**src/rtl/pc_seq_pkg.sv**
```systemverilog
// ============================================================================
// Module      : pc_seq_pkg
// Description : Shared state encodings and constants for the PC sequencer.
// Revision    : 1.0 - initial release
// ============================================================================
`default_nettype none

package pc_seq_pkg;

  localparam logic [1:0] S_RUN        = 2'b00;
  localparam logic [1:0] S_LOAD_STALL = 2'b01;
  localparam logic [1:0] S_MEM_WAIT   = 2'b10;
  localparam logic [1:0] S_REDIRECT   = 2'b11;

  localparam int unsigned PC_INCR            = 4;
  localparam logic [31:0] EXC_VECTOR_DEFAULT = 32'h8000_0180;

endpackage

`default_nettype wire

```
**src/rtl/pc_seq_wait_counter.sv**
```systemverilog
// ============================================================================
// Module      : pc_seq_wait_counter
// Description : Saturating wait counter with synchronous clear/enable and a
//               terminal flag raised when the count equals TERMINAL.
// Revision    : 1.0 - initial release
// ============================================================================
`default_nettype none

module pc_seq_wait_counter #(
  parameter int CNT_BITS = 4,
  parameter int TERMINAL = 14
) (
  input  logic                clk,
  input  logic                reset,
  input  logic                clr,
  input  logic                en,
  output logic [CNT_BITS-1:0] cnt,
  output logic                terminal
);

  always_ff @(posedge clk or negedge reset) begin
    if (!reset) begin
      cnt <= '0;
    end else if (clr) begin
      cnt <= '0;
    end else if (en && (cnt != {CNT_BITS{1'b1}})) begin
      cnt <= cnt + 1'b1;
    end
  end

  assign terminal = (cnt == CNT_BITS'(TERMINAL));

endmodule

`default_nettype wire

```
**src/rtl/pc_sequencer.sv**
```systemverilog
// ============================================================================
// Module      : pc_sequencer
// Description : Next-PC select and stall/flush/bubble control for the 5-stage
//               core. Optional exception support under `PC_SEQ_EXC_EN`.
// Revision    : 1.0 - initial release
// ============================================================================
`default_nettype none

module pc_sequencer
  import pc_seq_pkg::*;
#(
  parameter int N_BITS   = 32,
`ifdef PC_SEQ_EXC_EN
  parameter logic [N_BITS-1:0] EXC_VECTOR = N_BITS'(EXC_VECTOR_DEFAULT),
`endif
  parameter int MAX_WAIT = 15,
  parameter int CNT_BITS = 4
) (
  input  logic              clk,
  input  logic              reset,
  input  logic [N_BITS-1:0] pc_value_i,
  input  logic              branch_taken_i,
  input  logic [N_BITS-1:0] branch_target_i,
  input  logic              jump_i,
  input  logic [N_BITS-1:0] jump_target_i,
  input  logic              load_use_i,
  input  logic              mem_wait_i,
`ifdef PC_SEQ_EXC_EN
  input  logic              exc_req_i,
  output logic [N_BITS-1:0] epc_o,
`endif
  output logic [N_BITS-1:0] new_pc_o,
  output logic              pc_stall_o,
  output logic              if_id_flush_o,
  output logic              id_ex_bubble_o,
  output logic [1:0]        state_o,
  output logic              mem_timeout_o
);

  logic [1:0]          state;
  logic [1:0]          state_nxt;
  logic [N_BITS-1:0]   pc_seq;
  logic                cnt_clr;
  logic                cnt_en;
  logic                cnt_term;
  logic                timeout_nxt;
  logic [CNT_BITS-1:0] wait_cnt;
`ifdef PC_SEQ_EXC_EN
  logic                take_exc;
`endif

  assign pc_seq  = pc_value_i + N_BITS'(PC_INCR);
  assign state_o = state;

  pc_seq_wait_counter #(
    .CNT_BITS (CNT_BITS),
    .TERMINAL (MAX_WAIT - 1)
  ) u_wait_counter (
    .clk      (clk),
    .reset    (reset),
    .clr      (cnt_clr),
    .en       (cnt_en),
    .cnt      (wait_cnt),
    .terminal (cnt_term)
  );

  always_comb begin
    new_pc_o       = pc_seq;
    pc_stall_o     = 1'b0;
    if_id_flush_o  = 1'b0;
    id_ex_bubble_o = 1'b0;
    state_nxt      = S_RUN;
    cnt_clr        = 1'b1;
    cnt_en         = 1'b0;
    timeout_nxt    = 1'b0;
`ifdef PC_SEQ_EXC_EN
    take_exc       = 1'b0;
`endif
    if (state == S_MEM_WAIT) begin
      // A pending exception waits until memory releases the pipeline.
      if (mem_wait_i) begin
        pc_stall_o  = 1'b1;
        state_nxt   = S_MEM_WAIT;
        cnt_clr     = 1'b0;
        cnt_en      = 1'b1;
        timeout_nxt = cnt_term;
      end
`ifdef PC_SEQ_EXC_EN
      else if (exc_req_i) begin
        take_exc = 1'b1;
      end
`endif
    end else begin
`ifdef PC_SEQ_EXC_EN
      if (exc_req_i) begin
        take_exc = 1'b1;
      end else
`endif
      if (mem_wait_i) begin
        pc_stall_o = 1'b1;
        state_nxt  = S_MEM_WAIT;
      end else if (load_use_i && (state != S_LOAD_STALL)) begin
        pc_stall_o     = 1'b1;
        id_ex_bubble_o = 1'b1;
        state_nxt      = S_LOAD_STALL;
      end else if (jump_i && (state != S_REDIRECT)) begin
        new_pc_o      = jump_target_i;
        if_id_flush_o = 1'b1;
        state_nxt     = S_REDIRECT;
      end else if (branch_taken_i && (state != S_REDIRECT)) begin
        new_pc_o      = branch_target_i;
        if_id_flush_o = 1'b1;
        state_nxt     = S_REDIRECT;
      end
    end
`ifdef PC_SEQ_EXC_EN
    if (take_exc) begin
      new_pc_o       = EXC_VECTOR;
      if_id_flush_o  = 1'b1;
      id_ex_bubble_o = 1'b1;
      state_nxt      = S_REDIRECT;
    end
`endif
  end

  always_ff @(posedge clk or negedge reset) begin
    if (!reset) begin
      state         <= S_RUN;
      mem_timeout_o <= 1'b0;
    end else begin
      state         <= state_nxt;
      mem_timeout_o <= timeout_nxt;
    end
  end

`ifdef PC_SEQ_EXC_EN
  always_ff @(posedge clk or negedge reset) begin
    if (!reset) begin
      epc_o <= '0;
    end else if (take_exc) begin
      epc_o <= pc_value_i;
    end
  end
`endif

endmodule

`default_nettype wire

```
**config.mk**
```make
export PLATFORM = sky130hd
export DESIGN_NAME = pc_sequencer
export DESIGN_NICKNAME = d
export VERILOG_FILES = /design/src/rtl/pc_seq_pkg.sv /design/src/rtl/pc_seq_wait_counter.sv /design/src/rtl/pc_sequencer.sv
export SDC_FILE = /design/constraint.sdc
export NUM_CORES = 1
export LEC_CHECK = 0
export BUFFER_PORTS_ARGS = -buffer_cell sky130_fd_sc_hd__buf_2
export CORE_MARGIN = 3
export CORE_UTILIZATION = 40
export CTS_BUF_LIST = sky130_fd_sc_hd__clkbuf_2
export DETAILED_ROUTE_END_ITERATION = 8
export PLACE_DENSITY = 0.82
export SKIP_LAST_GASP = 1
export SYNTH_ARGS = -nofsm -noshare
export SYNTH_HDL_FRONTEND = slang
export SYNTH_HIERARCHICAL = 1
export SYNTH_SLANG_ARGS = --single-unit
```
**constraint.sdc**
```tcl
create_clock -name clk -period 2.95 [get_ports clk]
set_input_delay 0 -clock clk [delete_from_list [all_inputs] [get_ports clk]]
set_output_delay 0 -clock clk [all_outputs]
set_load 0.02 [all_outputs]
```
==> flow_summary.ini <==
[sta]
post-route-min-period_ns = 2.662
hold_viol_final = 0
setup_tns_ns = 0
fin_ws_ns = 0.2877
fmax_mhz = 375.6
slew_violations = 0
slew_headroom_pct = 49.73
setup_viol = 0
period_share_pct = 90.25
worst_pin_slew_ns = 0.7523
rsz0062_at_grt = no
fin_worst_skew_ns = 0.004292

[logic_synthesis]
yosysWarnings = 6
synth-seq-cells = 7
synth_edf_count = 0
yosysSeqAreaShare_pct = 9.756
syn-instance-count = 256
avgSynthCellArea_um2 = 7.014
async_flop_share_pct = 100.0
synth.net_count = 361
synth_cell_types = 51
synth-main-ff-cell = dfrtp_1
syn-cell-area_um2 = 1795

[min_path]
hold_start = load_use_i
min_path_cells = 3
min_path_type = primary input to flip-flop
min_to = state_o[0]

[drt]
drt_iter0_drc = 170
antenna_left = 0
drc = 0
wl_um = 6500
routedWlPerCell_um = 14.94
num_vias = 2593
drt_pass1_iterations = 5
via_per_inst = 5.961

[setup_path]
cp_slowest_stage_delay_ns = 0.60
cp-start-kind = flip-flop
worst-path-buf-inv = 3
worst_ep_required_time_ns = 2.95
crit_chain = nor2b_1 > or4_1 > buf_4 > inv_1 > or4_1 > o211ai_1 > buf_2
crit_arrival_ns = 2.66
cp-end-kind = output pin
crit_type = flip-flop to output pin
rr_worst_depth = 4
critPathSlowestCell = or4_1
crit_family = simple AND/OR/NAND/NOR gates
crit_cells = 7
cp_max_fo = 31
worstReg2RegEnd = u_wait_counter/cnt[0]
reg2reg_slack_ns = 1.34
r2r_start = state_o[0]
cpMostUsedCell = or4_1

[finish]
drive_above_1_share_pct = 41.04
n_antenna_cell = 0
finalNetCount = 491
area_growth_pct = 41.05

[power_and_ir_drop]
intPower_w = 0.0002851
clockPowerShare_pct = 13.6
p_leak_nw = 1.173
ir_drop_v = 0.0001497
power_density_nw_per_um2 = 213.7
seqPwrFrac_pct = 19.2
combPwrFrac_pct = 67.3
swShare_pct = 47.30
p_sw_w = 0.0002560

[clock_network]
clkLatencyLatePin_ns = 0.24
cts_setup_buffers = 0
h-tree-depth = 1
cts_resized = 0
path_clk_slew_ns = 0.07
ctsHoldBuffers = 2
clk_root_buffer_cell = clkbuf_2
cts_tree = built
clk_path_buf_depth = 2
cts.sinks = 7
cts_made_buffers = 3

[floorplanning]
initial_core_util_pct = 43.03
coreArea_um2 = 4173
die_h_um = 73.00
design.die.area_um2 = 5328
dieWidth_um = 73.00
io_pins = 140
rows = 23

[grt]
busiest_layer = met2
grt_usage_pct = 22.06
grt_pass1_wl_um = 9880
first_global_vias = 2333
met3_usage_pct = 2.204
met1_usage_pct = 27.79
grt_antenna_before_repair = 0
grt_remaining_overflow = 0
use_met2_pct = 41.11
grt_max_degree = 32

[place]
pre_cts_ws_ns = 0.5685
numPortBuffers = 139
hpwl_um = 5145
place.gp.congestion = 0.9457

[job]
max_cap_viol_count = 0

[run_status]
status = finished clean
-- cells in the final DEF, fill, tap and decap left out, types with 6 or more instances in the layout --
cell	instances
a21oi_1	6
a22oi_1	26
and2_1	7
buf_2	139
dfrtp_1	7
inv_1	14
nand2_1	13
nand2b_1	9
nand3_1	14
nand4_1	9
nor2_1	16
nor3_1	6
o211ai_1	8
o221ai_1	10
o22ai_1	17
or3_1	7
or4_1	6
xnor2_1	9
-- worst min-delay path, cell delays in order --
cell and delay [ns]:
buf_2 0.12, nand2_1 0.06, a211oi_1 0.07
-- worst max-delay path by stage --
stage | startpoint | slack, ns | end
global route | state_o[0] | 0.06 | new_pc_o[23]
CTS | state_o[0] | 0.30 | new_pc_o[15]
finish | state_o[0] | 0.29 | new_pc_o[15]
detailed placement | state_o[0] | 0.57 | new_pc_o[15]
global placement | state_o[0] | 0.66 | new_pc_o[15]
floorplan | state_o[1] | 0.87 | new_pc_o[3]
-- cells by family (layout without fill, tap and decap cells) --
group | Yosys count | in the layout | synth area share, %
AND/OR/NAND/NOR | 113 | 113 | 37.77
AO/OA/AOI/OAI | 86 | 86 | 35.26
buffers and inverters | 33 | 162 | 7.596
XOR/XNOR | 12 | 12 | 5.854
flip-flops | 7 | 7 | 9.756
adder cells (fa/ha/maj) | 3 | 3 | 2.091
multiplexers | 2 | 2 | 1.673
-- cells in the mapped netlist (6+ instances only) --
| master | n | area, um^2 |
|---|---|---|
| or4_1 | 6 | 45.04 |
| a21oi_1 | 6 | 30.03 |
| nand2b_1 | 9 | 56.30 |
| dfrtp_1 | 7 | 175.2 |
| o211ai_1 | 8 | 60.06 |
| o221ai_1 | 10 | 87.58 |
| nand3_1 | 14 | 70.07 |
| o22ai_1 | 17 | 106.4 |
| nor2_1 | 16 | 60.06 |
| inv_1 | 14 | 52.55 |
| and2_1 | 7 | 43.79 |
| xnor2_1 | 9 | 78.83 |
| or3_1 | 7 | 43.79 |
| clkbuf_1 | 13 | 48.80 |
| nand4_1 | 9 | 56.30 |
| nand2_1 | 13 | 48.80 |
| nor3_1 | 6 | 30.03 |
| a22oi_1 | 26 | 195.2 |
-- sequential cells by signal, indices dropped and copies added, names as in the netlist --
signal,count
mem_timeout_o,1
u_wait_counter/cnt,4
state_o,2
-- metal layers --
layer	vias up	share of wire [%]
li1	1281	-
met1	1177	42
met2	131	49
met3	4	8.9
met4	0	0.54
met5	-	0
-- through the flow --
stage | hold slack (ns) | std cells | utilization (%) | power, W | instance area, um^2
floorplan | -0.2956 | 256 | - | 0.0003103 | 1795
finish | 0.05914 | 435 | 60.69 | 0.0005411 | 2532
detailed placement | -0.1620 | 429 | 59.73 | 0.0004648 | 2492
global route | 0.06750 | 435 | 60.69 | 0.0005819 | 2532
global placement | -0.1635 | 429 | 59.73 | 0.0004614 | 2492
CTS | 0.04319 | 435 | 60.69 | 0.0005426 | 2532
-- area by class of cell --
class / instances / area [um^2]
fill: 399 / 1640
inverter: 14 / 52.55
clock buffer: 4 / 20.02
multi-input combinational: 216 / 1484
sequential: 7 / 175.2
timing repair buffer: 144 / 738.2
tap: 50 / 62.56
-- power groups by stage --
stage                clock, W  combinational (W)  sequential, W
floorplan                   0           0.000204       0.000106
global placement            0           0.000356       0.000105
finish              0.0000735           0.000364       0.000104
detailed placement          0           0.000359       0.000106
CTS                 0.0000760           0.000363       0.000104
global route        0.0000827           0.000394       0.000105
Note: power is estimated with default switching activity, not from simulation.
